## src/rtl/blink_pkg.sv

```systemverilog
// Shared definitions for the blink LED pattern sequencer: FSM state encoding
// and default sizing constants.
package blink_pkg;

    typedef enum logic {
        ST_IDLE = 1'b0,
        ST_RUN  = 1'b1
    } state_e;

    localparam int BLINK_TICK_DIV = 100000;
    localparam int BLINK_STEPS    = 16;
    localparam int BLINK_DUR_W    = 8;
    localparam int BLINK_REP_W    = 8;

endpackage

```

## src/rtl/tick_gen.sv

```systemverilog
// Prescaler: one-cycle tick_o every TICK_DIV cycles while clr_i is low.
// clr_i holds the count at zero and suppresses the tick.
module tick_gen #(
    parameter int TICK_DIV = 4
) (
    input  logic clk_i,
    input  logic rst_n_i,
    input  logic clr_i,
    output logic tick_o
);
    localparam int W = (TICK_DIV > 1) ? $clog2(TICK_DIV) : 1;
    localparam logic [W-1:0] LAST = W'(TICK_DIV - 1);

    logic [W-1:0] presc_q;

    assign tick_o = !clr_i && (presc_q == LAST);

    always_ff @(posedge clk_i) begin
        if (!rst_n_i) begin
            presc_q <= '0;
        end else if (clr_i || tick_o) begin
            presc_q <= '0;
        end else begin
            presc_q <= presc_q + W'(1);
        end
    end

endmodule

```

## src/rtl/blink_seq_ctrl.sv

```systemverilog
// LED pattern sequencer: plays a STEPS-bit pattern for a number of repeats, one step per (dur+1) ticks.
// Optional BLINK_SEQ_QUEUE_EN adds a one-entry pending command slot loaded back-to-back on finish.
module blink_seq_ctrl
    import blink_pkg::*;
#(
    parameter int TICK_DIV = BLINK_TICK_DIV,
    parameter int STEPS    = BLINK_STEPS,
    parameter int DUR_W    = BLINK_DUR_W,
    parameter int REP_W    = BLINK_REP_W
) (
    input  logic                     clk_i,
    input  logic                     rst_n_i,
    input  logic                     cmd_valid_i,
    output logic                     cmd_ready_o,
    input  logic [STEPS-1:0]         cmd_pattern_i,
    input  logic [$clog2(STEPS)-1:0] cmd_last_i,
    input  logic [DUR_W-1:0]         cmd_dur_i,
    input  logic [REP_W-1:0]         cmd_rep_i,
    input  logic                     abort_i,
    output logic                     led_o,
    output logic                     busy_o,
    output logic                     done_o
);
    localparam int SW = $clog2(STEPS);

    state_e            state_q;
    logic [STEPS-1:0]  pat_q;
    logic [SW-1:0]     last_q, step_q, step_d;
    logic [DUR_W-1:0]  dur_q, dur_cnt_q, dur_cnt_d;
    logic [REP_W-1:0]  rep_q, rep_cnt_q, rep_cnt_d;
    logic              led_q, busy_q, done_q;

    logic              tick, accept, step_end, pat_end, finish, reload;
    logic [STEPS-1:0]  ld_pat;
    logic [SW-1:0]     ld_last;
    logic [DUR_W-1:0]  ld_dur;
    logic [REP_W-1:0]  ld_rep;

    tick_gen #(.TICK_DIV(TICK_DIV)) u_tick (
        .clk_i   (clk_i),
        .rst_n_i (rst_n_i),
        .clr_i   (state_q != ST_RUN),
        .tick_o  (tick)
    );

`ifdef BLINK_SEQ_QUEUE_EN
    logic              slot_vld_q;
    logic [STEPS-1:0]  slot_pat_q;
    logic [SW-1:0]     slot_last_q;
    logic [DUR_W-1:0]  slot_dur_q;
    logic [REP_W-1:0]  slot_rep_q;

    assign cmd_ready_o = rst_n_i && !abort_i && ((state_q == ST_IDLE) || !slot_vld_q);
    assign reload      = slot_vld_q || accept;
    assign ld_pat      = slot_vld_q ? slot_pat_q  : cmd_pattern_i;
    assign ld_last     = slot_vld_q ? slot_last_q : cmd_last_i;
    assign ld_dur      = slot_vld_q ? slot_dur_q  : cmd_dur_i;
    assign ld_rep      = slot_vld_q ? slot_rep_q  : cmd_rep_i;
`else
    assign cmd_ready_o = rst_n_i && !abort_i && (state_q == ST_IDLE);
    assign reload      = 1'b0;
    assign ld_pat      = cmd_pattern_i;
    assign ld_last     = cmd_last_i;
    assign ld_dur      = cmd_dur_i;
    assign ld_rep      = cmd_rep_i;
`endif

    assign accept   = cmd_valid_i && cmd_ready_o;
    assign step_end = tick && (dur_cnt_q == dur_q);
    assign pat_end  = step_end && (step_q == last_q);
    // rep==0 plays forever, so the repeat counter is only compared in finite mode
    assign finish   = pat_end && (rep_q != '0) && ((rep_cnt_q + REP_W'(1)) == rep_q);

    assign dur_cnt_d = step_end ? '0 : (tick ? dur_cnt_q + DUR_W'(1) : dur_cnt_q);
    assign step_d    = pat_end ? '0 : (step_end ? step_q + SW'(1) : step_q);
    assign rep_cnt_d = pat_end ? rep_cnt_q + REP_W'(1) : rep_cnt_q;

    always_ff @(posedge clk_i) begin
        if (!rst_n_i) begin
            state_q   <= ST_IDLE;
            pat_q     <= '0;
            last_q    <= '0;
            dur_q     <= '0;
            rep_q     <= '0;
            step_q    <= '0;
            dur_cnt_q <= '0;
            rep_cnt_q <= '0;
            led_q     <= 1'b0;
            busy_q    <= 1'b0;
            done_q    <= 1'b0;
`ifdef BLINK_SEQ_QUEUE_EN
            slot_vld_q  <= 1'b0;
            slot_pat_q  <= '0;
            slot_last_q <= '0;
            slot_dur_q  <= '0;
            slot_rep_q  <= '0;
`endif
        end else begin
            done_q <= 1'b0;
            case (state_q)
                ST_IDLE: begin
                    if (accept) begin
                        state_q   <= ST_RUN;
                        pat_q     <= cmd_pattern_i;
                        last_q    <= cmd_last_i;
                        dur_q     <= cmd_dur_i;
                        rep_q     <= cmd_rep_i;
                        step_q    <= '0;
                        dur_cnt_q <= '0;
                        rep_cnt_q <= '0;
                        led_q     <= cmd_pattern_i[0];
                        busy_q    <= 1'b1;
                    end
                end
                ST_RUN: begin
                    if (abort_i) begin
                        state_q <= ST_IDLE;
                        led_q   <= 1'b0;
                        busy_q  <= 1'b0;
`ifdef BLINK_SEQ_QUEUE_EN
                        slot_vld_q <= 1'b0;
`endif
                    end else if (finish) begin
                        done_q    <= 1'b1;
                        step_q    <= '0;
                        dur_cnt_q <= '0;
                        rep_cnt_q <= '0;
                        if (reload) begin
                            // back-to-back: stay in RUN with the queued pattern
                            pat_q  <= ld_pat;
                            last_q <= ld_last;
                            dur_q  <= ld_dur;
                            rep_q  <= ld_rep;
                            led_q  <= ld_pat[0];
`ifdef BLINK_SEQ_QUEUE_EN
                            slot_vld_q <= 1'b0;
`endif
                        end else begin
                            state_q <= ST_IDLE;
                            led_q   <= 1'b0;
                            busy_q  <= 1'b0;
                        end
                    end else begin
                        step_q    <= step_d;
                        dur_cnt_q <= dur_cnt_d;
                        rep_cnt_q <= rep_cnt_d;
                        led_q     <= pat_q[step_d];
`ifdef BLINK_SEQ_QUEUE_EN
                        if (accept) begin
                            slot_vld_q  <= 1'b1;
                            slot_pat_q  <= cmd_pattern_i;
                            slot_last_q <= cmd_last_i;
                            slot_dur_q  <= cmd_dur_i;
                            slot_rep_q  <= cmd_rep_i;
                        end
`endif
                    end
                end
                default: begin
                    state_q <= ST_IDLE;
                    led_q   <= 1'b0;
                    busy_q  <= 1'b0;
                end
            endcase
        end
    end

    assign led_o  = led_q;
    assign busy_o = busy_q;
    assign done_o = done_q;

endmodule

```

## config.mk

```make
export PLATFORM = sky130hd
export DESIGN_NAME = blink_seq_ctrl
export DESIGN_NICKNAME = d
export VERILOG_FILES = /design/src/rtl/blink_pkg.sv /design/src/rtl/tick_gen.sv /design/src/rtl/blink_seq_ctrl.sv
export SDC_FILE = /design/constraint.sdc
export NUM_CORES = 1
export LEC_CHECK = 0
export CELL_PAD_IN_SITES_DETAIL_PLACEMENT = 0
export CELL_PAD_IN_SITES_GLOBAL_PLACEMENT = 2
export CORE_ASPECT_RATIO = 1.2
export CORE_UTILIZATION = 30
export CTS_CLUSTER_DIAMETER = 80
export DETAILED_ROUTE_END_ITERATION = 7
export GPL_ROUTABILITY_DRIVEN = 1
export PLACE_DENSITY = 0.82
export SLEW_MARGIN = 20
export SYNTH_ARGS = -nofsm -noshare
export SYNTH_HDL_FRONTEND = slang
export SYNTH_SLANG_ARGS = --single-unit
```

## constraint.sdc

```tcl
create_clock -name clk_i -period 2.4 [get_ports clk_i]
set_input_delay 0.24 -clock clk_i [delete_from_list [all_inputs] [get_ports clk_i]]
set_output_delay 0.24 -clock clk_i [all_outputs]
set_load 0.05 [all_outputs]
```

# --- Word-level counts from Yosys, hierarchy flattened ---
# Index checks and enable logic that the tools add are counted.
word_totals:
  output_inout_bits: 4
  word_cells: 85
  register_bits: 77
  input_bits: 40
classes:
  add_sub_neg: 4
  n_lt_le_gt_ge: 1
  n_eq_ne: 9
  bitwise_logic: 2
  reduce_logical: 18
  muxes: 39
ops:
  columns: ["operator", "n"]
  rows:
  - ["8-bit two-way mux", 12]
  - ["16-bit two-way mux", 2]
  - ["8-bit one-hot mux with 2 select lines", 2]
  - ["4-bit two-way mux", 7]
  - ["17-bit by 1-bit adder with 17-bit output (second input constant)", 1]
  - ["17-bit equality test (second input constant)", 1]
  - ["8-bit by 1-bit adder with 8-bit output (second input constant)", 2]
  - ["8-bit equality test", 2]
  - ["1-bit two-way mux", 11]
  - ["1-bit logical AND", 8]
  - ["4-bit one-hot mux with 2 select lines", 1]
  - ["8-bit nonzero test", 1]
  - ["1-bit one-hot mux with 2 select lines", 3]
  - ["2-bit AND reduction", 3]
  - ["3-bit AND reduction", 2]
  - ["4-bit by 5-bit less-than comparator with 1-bit output (second input constant)", 1]
  - ["4-bit by 1-bit adder with 4-bit output (second input constant)", 1]
  - ["1-bit binary-select mux with 4-bit select", 1]
  - ["4-bit equality test", 1]
  - ["2-bit != test (second input constant)", 2]
  - ["4-bit by 1-bit != test with 1-bit output (second input constant)", 1]
  - ["3-bit by 1-bit != test with 1-bit output (second input constant)", 1]
  - ["3-bit by 2-bit != test with 1-bit output (second input constant)", 1]
  - ["3-bit OR reduction", 1]
  - ["4 further kinds", 5]

# --- Depth between registers and ports, before layout ---
# Gate-level depths: netlist of the first run.
logic_depth:
  word_depth: 10
  ltp_mapped: 10
  depth_no_buf: 9

# --- Modules after synthesis ---
# Synthesis of the first run repeated with hierarchy kept, for this count alone.
hier_totals:
  cells_unflattened: 464
  area_unflattened_um2: 3794.9
modules_own_cells:
  columns: ["mod", "area_each_um2", "instances", "seq_area_each_um2", "cells_each"]
  rows:
  - ["blink_seq_ctrl", 2996.6, 1, 1201.2, 374]
  - ["tick_gen", 798.3, 1, 340.3, 90]

# --- Worst setup path before layout of the first run ---
# Ideal clock, no wire load.
synth_timing:
  path_kind: "register -> register"
  from: "reg state_q"
  to: "reg dur_cnt_q[2]"
  required_time_ps: 2272
  setup_ps: 128
  arrival_ps: 2670
  setup_slack_ps: -397
  synth_period_minus_slack_ps: 2797
  path_buffers: 1
  path_stages_with_launch: 9
  cell_sequence: "dfxtp_1 clkbuf_1 nor3_1 and2_1 nor2_1 a21oi_1 o21ai_0 a21oi_1 nor2_1"
synth_between:
  word_cells_on_any_way: 16
  cone_classes: "eq/ne: 3; mux: 4; bitwise: 1; reduce/logical: 8"
synth_lines:
  columns: ["element", "line", "text"]
  rows:
  - ["start, declared", "blink_seq_ctrl.sv:26", "state_e state_q;"]
  - ["start signal, assigned", "blink_seq_ctrl.sv:80", "state_q <= ST_IDLE;"]
  - ["start signal, assigned", "blink_seq_ctrl.sv:103", "state_q <= ST_RUN;"]
  - ["start signal, assigned", "blink_seq_ctrl.sv:117", "state_q <= ST_IDLE;"]
  - ["1-bit NOT (no line)", null, null]
  - ["1-bit logical AND", "blink_seq_ctrl.sv:60", "assign cmd_ready_o = rst_n_i && !abort_i && (state_q == ST_IDLE);"]
  - ["via cmd_ready_o", "blink_seq_ctrl.sv:14", "output logic cmd_ready_o,"]
  - ["1-bit logical AND", "blink_seq_ctrl.sv:68", "assign accept = cmd_valid_i && cmd_ready_o;"]
  - ["2-bit != test (no line)", null, null]
  - ["3-bit AND reduction (no line)", null, null]
  - ["end signal, assigned", "blink_seq_ctrl.sv:145", "dur_cnt_q <= dur_cnt_d;"]
  - ["end, declared", "blink_seq_ctrl.sv:29", "logic [DUR_W-1:0] dur_q, dur_cnt_q, dur_cnt_d;"]
# The timed path passes the listed nets, and every way through them passes these cells. The select of a mux whose other input is x is not followed.
# A chain may end at the register's enable or synchronous reset.

# --- Final worst setup path of the first run ---
layout_timing:
  from: "reg u_tick.presc_q[1]"
  to: "reg led_q (netlist: led_o)"
layout_between:
  elab_chain_cells: 10
  word_cells_on_any_way: 13
  cone_classes: "eq/ne: 1; mux: 7; reduce/logical: 5"
layout_lines:
  columns: ["element", "line", "text"]
  rows:
  - ["start, declared", "tick_gen.sv:14", "logic [W-1:0] presc_q;"]
  - ["start signal, assigned", "tick_gen.sv:24", "presc_q <= presc_q + W'(1);"]
  - ["17-bit equality test *", "tick_gen.sv:16", "assign tick_o = !clr_i && (presc_q == LAST);"]
  - ["1-bit logical AND *", "tick_gen.sv:16", null]
  - ["1-bit logical AND *", "blink_seq_ctrl.sv:69", "assign step_end = tick && (dur_cnt_q == dur_q);"]
  - ["4-bit two-way mux or 1-bit logical AND (tied branches)", "blink_seq_ctrl.sv:75, blink_seq_ctrl.sv:70", null]
  - ["4-bit two-way mux", "blink_seq_ctrl.sv:75", "assign step_d = pat_end ? '0 : (step_end ? step_q + SW'(1) : step_q);"]
  - ["1-bit binary-select mux with 4-bit select", "blink_seq_ctrl.sv:147", "led_q <= pat_q[step_d];"]
  - ["1-bit two-way mux (not written as such)", "blink_seq_ctrl.sv:147", null]
  - ["1-bit two-way mux *", "blink_seq_ctrl.sv:123", "end else if (finish) begin"]
  - ["1-bit two-way mux *", "blink_seq_ctrl.sv:116", "if (abort_i) begin"]
  - ["1-bit one-hot mux with 2 select lines *", "blink_seq_ctrl.sv:100", "case (state_q)"]
  - ["end signal, assigned", "blink_seq_ctrl.sv:111", "led_q <= cmd_pattern_i[0];"]
  - ["end signal, assigned", "blink_seq_ctrl.sv:134", "led_q <= ld_pat[0];"]
  - ["end signal, assigned", "blink_seq_ctrl.sv:147", null]
  - ["end, declared", "blink_seq_ctrl.sv:31", "logic led_q, busy_q, done_q;"]
# Mark *: on every way between the ends. The rest lies on a longest branch, timed or not. The select of a mux whose other input is x is not followed.

==> results of run 1 <==
sequential cells by signal (all words and copies together) (netlist names), 4 cells and up:
| name | cells |
|---|---|
| u_tick.presc_q | 17 |
| dur_cnt_q | 8 |
| dur_q | 8 |
| last_q | 4 |
| rep_q | 8 |
| step_q | 4 |
| rep_cnt_q | 8 |
| pat_q | 16 |
worst max-delay path, cell delays in order, from the launching register on:
cell and delay, ns:
dfxtp_1 0.34, ha_2 0.18, and4_4 0.24, nand4_4 0.11, or4_4 0.58, o21ai_1 0.17, o31a_1 0.24, a211oi_2 0.07
a22oi_1 0.20, a41oi_2 0.14
area by class of cell:
class / instances / area (um2)
well taps: 161 / 201.4
flip-flops and latches: 77 / 1545
clock inverters: 2 / 10.01
repair buffers: 86 / 767.0
inverters: 8 / 30.03
clock buffers: 12 / 256.5
fillers: 1271 / 7136
multi-input cells: 367 / 2166
cell usage after synthesis, drive strengths merged, types with 3 or more instances:
master / number / area (um2)
mux2i: 3 / 30.03
nor4: 4 / 61.31
and3: 5 / 31.28
inv: 8 / 30.03
nand2b: 3 / 18.77
nand3: 15 / 75.07
ha: 4 / 50.05
and2: 4 / 25.02
nor3b: 5 / 37.54
nor3: 7 / 35.03
xor2: 18 / 157.7
a211oi: 3 / 32.53
o22ai: 3 / 18.77
nor2: 44 / 165.2
a21oi: 64 / 320.3
a31oi: 7 / 43.79
or3: 6 / 37.54
mux2: 3 / 41.29
xnor2: 19 / 166.4
clkbuf: 18 / 67.56
o21ai: 17 / 85.08
nand4: 4 / 40.04
buf: 3 / 12.51
nand2: 107 / 404.1
dfxtp: 77 / 1541
path summary, 6_finish.rpt:
path                startpoint       end  slack, ns  cells past startpoint
min reg2reg           pat_q[2]  pat_q[2]       0.46                      2
min           cmd_pattern_i[1]  pat_q[1]       0.46                      3
max          u_tick.presc_q[1]     led_o       0.01                      9
max reg2reg  u_tick.presc_q[1]     led_o       0.01                      9
power by group through the flow:
stage | logic [mW] | clock network [mW] | registers (mW)
2_1_floorplan | 0.106 | 0 | 1.34
4_1_cts | 0.223 | 1.27 | 1.32
3_3_place_gp | 0.219 | 0 | 1.34
3_5_place_dp | 0.221 | 0 | 1.34
6_report | 0.224 | 1.23 | 1.32
5_1_grt | 0.247 | 1.33 | 1.32
logic make-up after synthesis:
| group | Yosys count | share of synthesized area |
|---|---|---|
| simple gates | 215 | 0.2788 |
| compound gates | 105 | 0.1603 |
| flops | 77 | 0.4123 |
| xor+xnor | 37 | 0.08668 |
| buf+inv | 29 | 0.02945 |
| mux | 6 | 0.01908 |
| fa+ha+maj | 4 | 0.01339 |
metal layers:
| layer | track usage | routed length (um) |
|---|---|---|
| met5 | 0 | 0 |
| met4 | 0.06134 | 178 |
| met3 | 0.03454 | 281 |
| met2 | 0.2584 | 4462 |
| met1 | 0.1784 | 4258 |
per-stage QoR:
step	hold WS [ns]	setup TNS, ns
after detailed placement	0.4523	-0.05964
final	0.4560	0
after floorplan	0.3617	0
after CTS	0.4511	-0.001573
after global placement	0.4502	0
after global routing	0.4658	-0.1282
what timing repair did:
action / in CTS / in global routing
hold buffers: 0 / 0
gates resized for setup: 8 / 8
pin swaps: 4 / 2
endpoints found under the hold margin: 0 / 0
setup endpoints to repair: 6 / 8
buffers inserted: 0 / 2
==> impl_metrics.json, run 1 <==
{
  "status": "complete, no violations",
  "antenna_found_initial": 0,
  "power.total_mw": 2.772,
  "pwr-share-clk": 0.444,
  "post_drt_wl_per_cell_um": 12.88,
  "h-tree-depth": 3,
  "async_reset_ff_frac": 0,
  "cts_made_buffers": 9,
  "pre_cts_ws_ns": -0.05663,
  "routed_wl_um": 9181,
  "clock_sinks": 77,
  "most-common-layout-cells": "nand2_1, dfxtp_1, a21oi_1, nor2_1",
  "hp-class": "input pin to flip-flop",
  "dpl.cell_count": 697,
  "utilization": 0.4108,
  "post-route-period-util": 0.9952,
  "cts_tree": "done",
  "clock_path_buffers": 2,
  "synth_seq_cells": 77,
  "diodes": 0,
  "p_sw_frac": 0.2223,
  "die_h_um": 124.3,
  "netlist_area_um2": 3739,
  "hpwl_um": 6602,
  "numPortBuffers": 43,
  "grt_max_degree": 59,
  "drt_iter0_drc": 126,
  "root_buffer": "clkbuf_16",
  "power_density_nw_per_um2": 557.1,
  "placed_cell_area_um2": 4628,
  "drv_cap": 0,
  "drt.antenna.violating_nets": 0,
  "dieArea_um2": 12910,
  "vias": 3458,
  "ys.flop_type": "dfxtp_1",
  "path_class": "flip-flop to flip-flop",
  "max_freq_mhz": 418.7,
  "drcViolationCount": 0,
  "fin_crit_ns": 2.388,
  "ios": 44,
  "cp-start-kind": "flip-flop",
  "via_per_inst": 4.850,
  "p_sw_mw": 0.6163,
  "stdcell_area_um2": 4976,
  "syn-num-nets": 517,
  "syn_to_final_growth_pct": 33.10,
  "core-area_um2": 12110,
  "grt_pass1_wl_um": 15660,
  "ys_types": 49,
  "power.leakage_nw": 1.753,
  "clk_latency_ns": 0.33,
  "setup_slack_ns": 0.01158,
  "rows": 44,
  "p_comb_frac": 0.081,
  "required_ns": 2.60,
  "synth_warnings": 0,
  "worstPathArrival_ns": 2.59,
  "start_util": 0.3087,
  "fp.dieW_um": 103.9,
  "finalMaxSlewViolations": 0,
  "final-hold-violation-count": 0,
  "gr-total-overflow": 0,
  "cp-end-kind": "flip-flop",
  "grt_use_total": 0.1500,
  "nets": 593,
  "rsz0062_at_grt": "true",
  "seq_area_frac_synth": 0.4123,
  "power_frac_seq": 0.475,
  "slew_headroom": 0.5566,
  "finClkSkew_ns": 0.004300,
  "drtPass1Iterations": 4,
  "gp_congestion": 0.8398,
  "layout-drive-gt1-share": 0.1576,
  "cts.clk_slew.worst_paths_ns": 0.05,
  "ir_drop_mv": 0.2742,
  "p_int_mw": 2.156,
  "synth_edf_count": 0,
  "avgSynthCellArea_um2": 7.904,
  "final_common_cell": "nand2_1",
  "worstPathMaxFanout": 6,
  "grt_pass1_vias": 3367,
  "fin_cells": 713,
  "worstMarginPinSlew_ns": 0.6632,
  "synth_cells": 473,
  "finalSetupViolCount": 0
}
Power figures use the tool's default switching activity.
==> inputs of run 2 (changes only) <==
- ABC_AREA: default -> 1
- CORE_UTILIZATION: 30 -> 28
- PLACE_DENSITY: 0.82 -> 0.81
==> run 2 against run 1 <==
Against the previous run: the run now ends with design-rule violations left; die area is 16% higher; sequential power about the same; clock power up 4%; combinational power increased by 28%; count of clock-buffer cells in the layout is 2 lower; worst hold slack got worse by 0.012 ns; core utilization decreased by 5.0 points; critical endpoint is now busy_o; synthesized cell count increased by 25%; via count grew 11%.
==> impl_metrics.json, run 2 <==
{
  "hpwl_um": 7987,
  "grt_max_degree": 38,
  "ir_drop_mv": 0.2800,
  "gr-total-overflow": 0,
  "required_ns": 2.62,
  "p_sw_mw": 0.7338,
  "start_util": 0.2901,
  "most-common-layout-cells": "nand2_1, nor2_1, dfxtp_1, inv_1",
  "routed_wl_um": 10510,
  "synth_area_leaders": "dfxtp_1, nand2_1, nor2_1",
  "largest_register_ffs": 17,
  "clk_latency_ns": 0.35,
  "p_sw_frac": 0.2528,
  "synth_cells": 591,
  "netlist_area_um2": 4060,
  "vias": 3846,
  "final-hold-violation-count": 0,
  "root_buffer": "clkbuf_16",
  "post-route-period-util": 0.9058,
  "post-cts-setup-buffers": 0,
  "worstMarginPinSlew_ns": 0.5991,
  "layout-drive-gt1-share": 0.1127,
  "hp-class": "flip-flop to flip-flop",
  "synth_warnings": 0,
  "fp.dieW_um": 111.9,
  "drt_iter0_drc": 147,
  "synth_area_leader_cell": "dfxtp_1",
  "drcViolationCount": 1,
  "post_drt_wl_per_cell_um": 12.84,
  "utilization": 0.3604,
  "finalMaxSlewViolations": 0,
  "ios": 44,
  "ys_types": 36,
  "max_freq_mhz": 460.0,
  "power_density_nw_per_um2": 575.4,
  "grt_pass1_wl_um": 17360,
  "nets": 687,
  "dpl.cell_count": 803,
  "grt_pass1_vias": 3708,
  "diodes": 0,
  "finalSetupViolCount": 0,
  "drt.antenna.violating_nets": 0,
  "clock_path_buffers": 2,
  "hold_buffers": 0,
  "dieArea_um2": 14990,
  "failed_checks": "design-rule violations",
  "yosysMostFrequentCell": "nand2_1",
  "rsz0062_at_grt": "false",
  "regMostFlops": "u_tick.presc_q",
  "die_h_um": 133.9,
  "finalSetupTns_ns": 0,
  "avgSynthCellArea_um2": 6.870,
  "antenna_found_initial": 0,
  "grt_use_total": 0.1474,
  "power_frac_seq": 0.461,
  "cts.clk_slew.worst_paths_ns": 0.06,
  "status": "finished, violations left",
  "drv_cap": 0,
  "cp-end-kind": "flip-flop",
  "core-area_um2": 14000,
  "synth_seq_cells": 77,
  "cts_made_buffers": 9,
  "numPortBuffers": 43,
  "p_int_mw": 2.168,
  "synth_edf_count": 0,
  "gp_congestion": 0.8191,
  "power.leakage_nw": 1.951,
  "h-tree-depth": 3,
  "worstPathArrival_ns": 2.40,
  "fin_cells": 819,
  "drtPass1Iterations": 6,
  "path_class": "flip-flop to flip-flop",
  "worstPathMaxFanout": 8,
  "cts_tree": "done",
  "fin_crit_ns": 2.174,
  "ys.flop_type": "dfxtp_1",
  "async_reset_ff_frac": 0,
  "clock_sinks": 77,
  "via_per_inst": 4.696,
  "largest_registers": "u_tick.presc_q: 17 flops, pat_q: 16 flops",
  "pwr-share-clk": 0.440,
  "finClkSkew_ns": 0.007839,
  "cp-start-kind": "flip-flop",
  "final_common_cell": "nand2_1",
  "seq_area_frac_synth": 0.3797,
  "rows": 47,
  "power.total_mw": 2.902,
  "synth_top_area_share": 0.3797,
  "slew_headroom": 0.5996,
  "r2r_slack_ns": 0.23,
  "syn-num-nets": 635,
  "syn_to_final_growth_pct": 24.22,
  "synth_common_cells": "nand2_1, nor2_1, dfxtp_1, inv_1, o21ai_0",
  "p_comb_frac": 0.099
}
run 2: timing repair:
item / in CTS / in global routing
gates resized for setup: 0 / 5
endpoints found under the setup margin: 0 / 11
endpoints found under the hold margin: 0 / 0
run 2: cells by family after synthesis:
family,synth area share
and+or+nand+nor,0.3689
DFF,0.3797
AOI/OAI and AO/OA,0.1125
xor gates and xnor gates,0.04746
adders and majority gates,0.01233
buffers and inverters,0.07919
run 2: path summary, 6_finish.rpt:
check | start | endpoint | depth (start not counted)
setup / recovery | rep_cnt_q[0] | busy_o | 11
hold / removal | u_tick.presc_q[0] | u_tick.presc_q[0] | 1
setup reg to reg | rep_cnt_q[0] | busy_o | 11
hold reg to reg | u_tick.presc_q[0] | u_tick.presc_q[0] | 1
run 2: worst max-delay path, stage by stage (launching register included):
cell and delay, ns:
dfxtp_2 0.34, ha_1 0.32, nand2_1 0.08, nand2_1 0.04, or3_1 0.30, nor2_1 0.13
nand3b_1 0.11, nor3_2 0.25, a21oi_2 0.09, buf_4 0.17, o21ai_0 0.14, a21oi_1 0.07
run 2: layout make-up:
class                           instances  area (um2)
Tap cell                              171       214.0
Clock buffer                           10       239.0
Fill cell                            1505        8952
Timing Repair Buffer                   58       553.0
Inverter                               63       237.7
Multi-Input combinational cell        434        2218
Clock inverter                          6       38.79
Sequential cell                        77        1543
run 2: power by group through the flow:
stage,clock network [mW],registers (mW),logic (mW)
2_1_floorplan,0,1.36,0.162
3_3_place_gp,0,1.37,0.288
3_5_place_dp,0,1.37,0.288
4_1_cts,1.32,1.34,0.289
5_1_grt,1.37,1.34,0.319
6_report,1.28,1.34,0.287
run 2: metal layers:
layer	share of wire	track usage	up-vias
li1	-	-	2031
met1	0.46	0.1758	1754
met2	0.49	0.2533	49
met3	0.029	0.02756	12
met4	0.021	0.07282	0
met5	0	0	-
run 2: stage by stage:
| step | setup WS, ns | area [um2] | hold slack [ns] |
|---|---|---|---|
| 6_report | 0.2260 | 5044 | 0.4443 |
| 5_1_grt | 0.03257 | 5044 | 0.4710 |
| 4_1_cts | 0.06993 | 5021 | 0.4455 |
| 3_5_place_dp | 0.08072 | 4743 | 0.4368 |
| 3_3_place_gp | 0.1881 | 4743 | 0.4309 |
| 2_1_floorplan | 0.1878 | 4060 | 0.4029 |
==> patch: new RTL, flow settings as in run 1 <==
The option `BLINK_SEQ_QUEUE_EN` is turned on by a define.
--- a/src/rtl/blink_seq_ctrl.sv
+++ b/src/rtl/blink_seq_ctrl.sv
@@ -2,2 +2,4 @@
 // Optional BLINK_SEQ_QUEUE_EN adds a one-entry pending command slot loaded back-to-back on finish.
+`define BLINK_SEQ_QUEUE_EN
+
 module blink_seq_ctrl
Check against the original RTL: not equivalent (Yosys sat finds a counterexample within 4 cycles, from zero or initial values and one cycle with rst_n_i low).
==> patch against run 1 <==
Sequential cell count is 37 higher; cell area increased by 68%; hold slack got worse by 33 ps; wire length is 85% higher; largest power group is now the clock network; total power up 86%; area after synthesis increased by 46%; maximum frequency is 21% lower; the run now ends with design-rule violations, negative setup slack left; worst setup slack got worse by 650 ps.
==> patch: results (changes against run 1) <==
metric;value;unit;change
outcome;finished with violations;;
violations;design-rule violations, negative setup slack;;
final_layout_size_suffix_gt1_share;31.75;%;+16 points
place_inst;947;;+36%
synth_compound_area_share;13.73;%;-2.3 points
ys_top_cells_by_area;dfxtp_1, nor2_1, mux2i_1;;
wirelength;16990;um;+85%
cellLeakagePower;3.116;nW;+78%
r2r_start;u_tick.presc_q[6];;
top_regs;u_tick.presc_q (17), pat_q (16), slot_pat_q (16);;
fin_setup_tns;-26240;ps;-26240 ps
synth.distinct_cells;56;;+14%
synthCells;646;;+37%
crit_fanout;5;;-1
drt_iter0_drc;175;;+39%
cts_max_level;4;;+1
drc;3;;+3
place_congestion;0.8203;;-2.3%
worst_pin_slew;783.5;ps;+120.3 ps
num_vias;5241;;+52%
grt_start_max_net_pins;98;;+66%
synthTopCellsByCount;nor2_1, dfxtp_1, nand2_1, nand3_1, mux2i_1;;
grt_pass1_wl;26900;um;+72%
post-cts-setup-buffers;25;;+25
arrival;3340;ps;+750 ps
cts_buffers;17;;+8
clock_latency;430;ps;+100 ps
setup_viol;94;;+94
ys_seq_area_share;41.74;%;+0.51 points
fin_worst_skew;11.60;ps;+7.304 ps
fin_hold_ws;423.0;ps;-33.02 ps
holdPathEnd;pat_q[1];;
stdcell_count;1020;;+43%
synth-xor-area-share;6.247;%;-2.4 points
dpl_cell_area;6745;um^2;+46%
cts-resized-gates;81;;+73
cpPeakStageDelay;550;ps;-30 ps
dp_hpwl;9954;um;+51%
ir_drop;455.2;uV;+66%
synth_nets;690;;+33%
r2r_cells;10;;+1
grt_usage;18.47;%;+3.5 points
worst_slack;-641.9;ps;-653.4 ps
[patch: changes by cell type in the layout (fill, tap and decap cells not counted), moves of 30 or more]
cell	before	now
nand2_1	106	55
mux2i_1	3	40
nand3_1	13	47
dfxtp_1	74	104
nor2_1	44	85
a311oi_1	0	36
a21oi_1	64	15
[patch: final cells by class]
type | instances | area [um^2]
clock inverter | 15 | 207.7
sequential | 114 | 2302
fill | 1608 | 9338
inverter | 6 | 27.53
multi-input combinational | 485 | 3418
clock buffer | 17 | 425.4
timing repair buffer | 163 | 1712
tap | 220 | 275.3
[patch: layer usage]
metal	vias to the layer above	share of wire [%]	wire, um	global-route usage (%)
li1	2579	-	-	-
met1	2519	45	7581	22.31
met2	108	48	8109	30.73
met3	35	4.5	766	3.683
met4	0	3.1	527	10.55
met5	-	0	0	0
[patch: report_power, final]
part	leakage, nW	internal [W]	switching [W]
logic	1.88	0.000231	0.000234
registers	0.929	0.00193	0.0000369
clock network	0.308	0.00175	0.000969
total	3.12	0.00391	0.00124
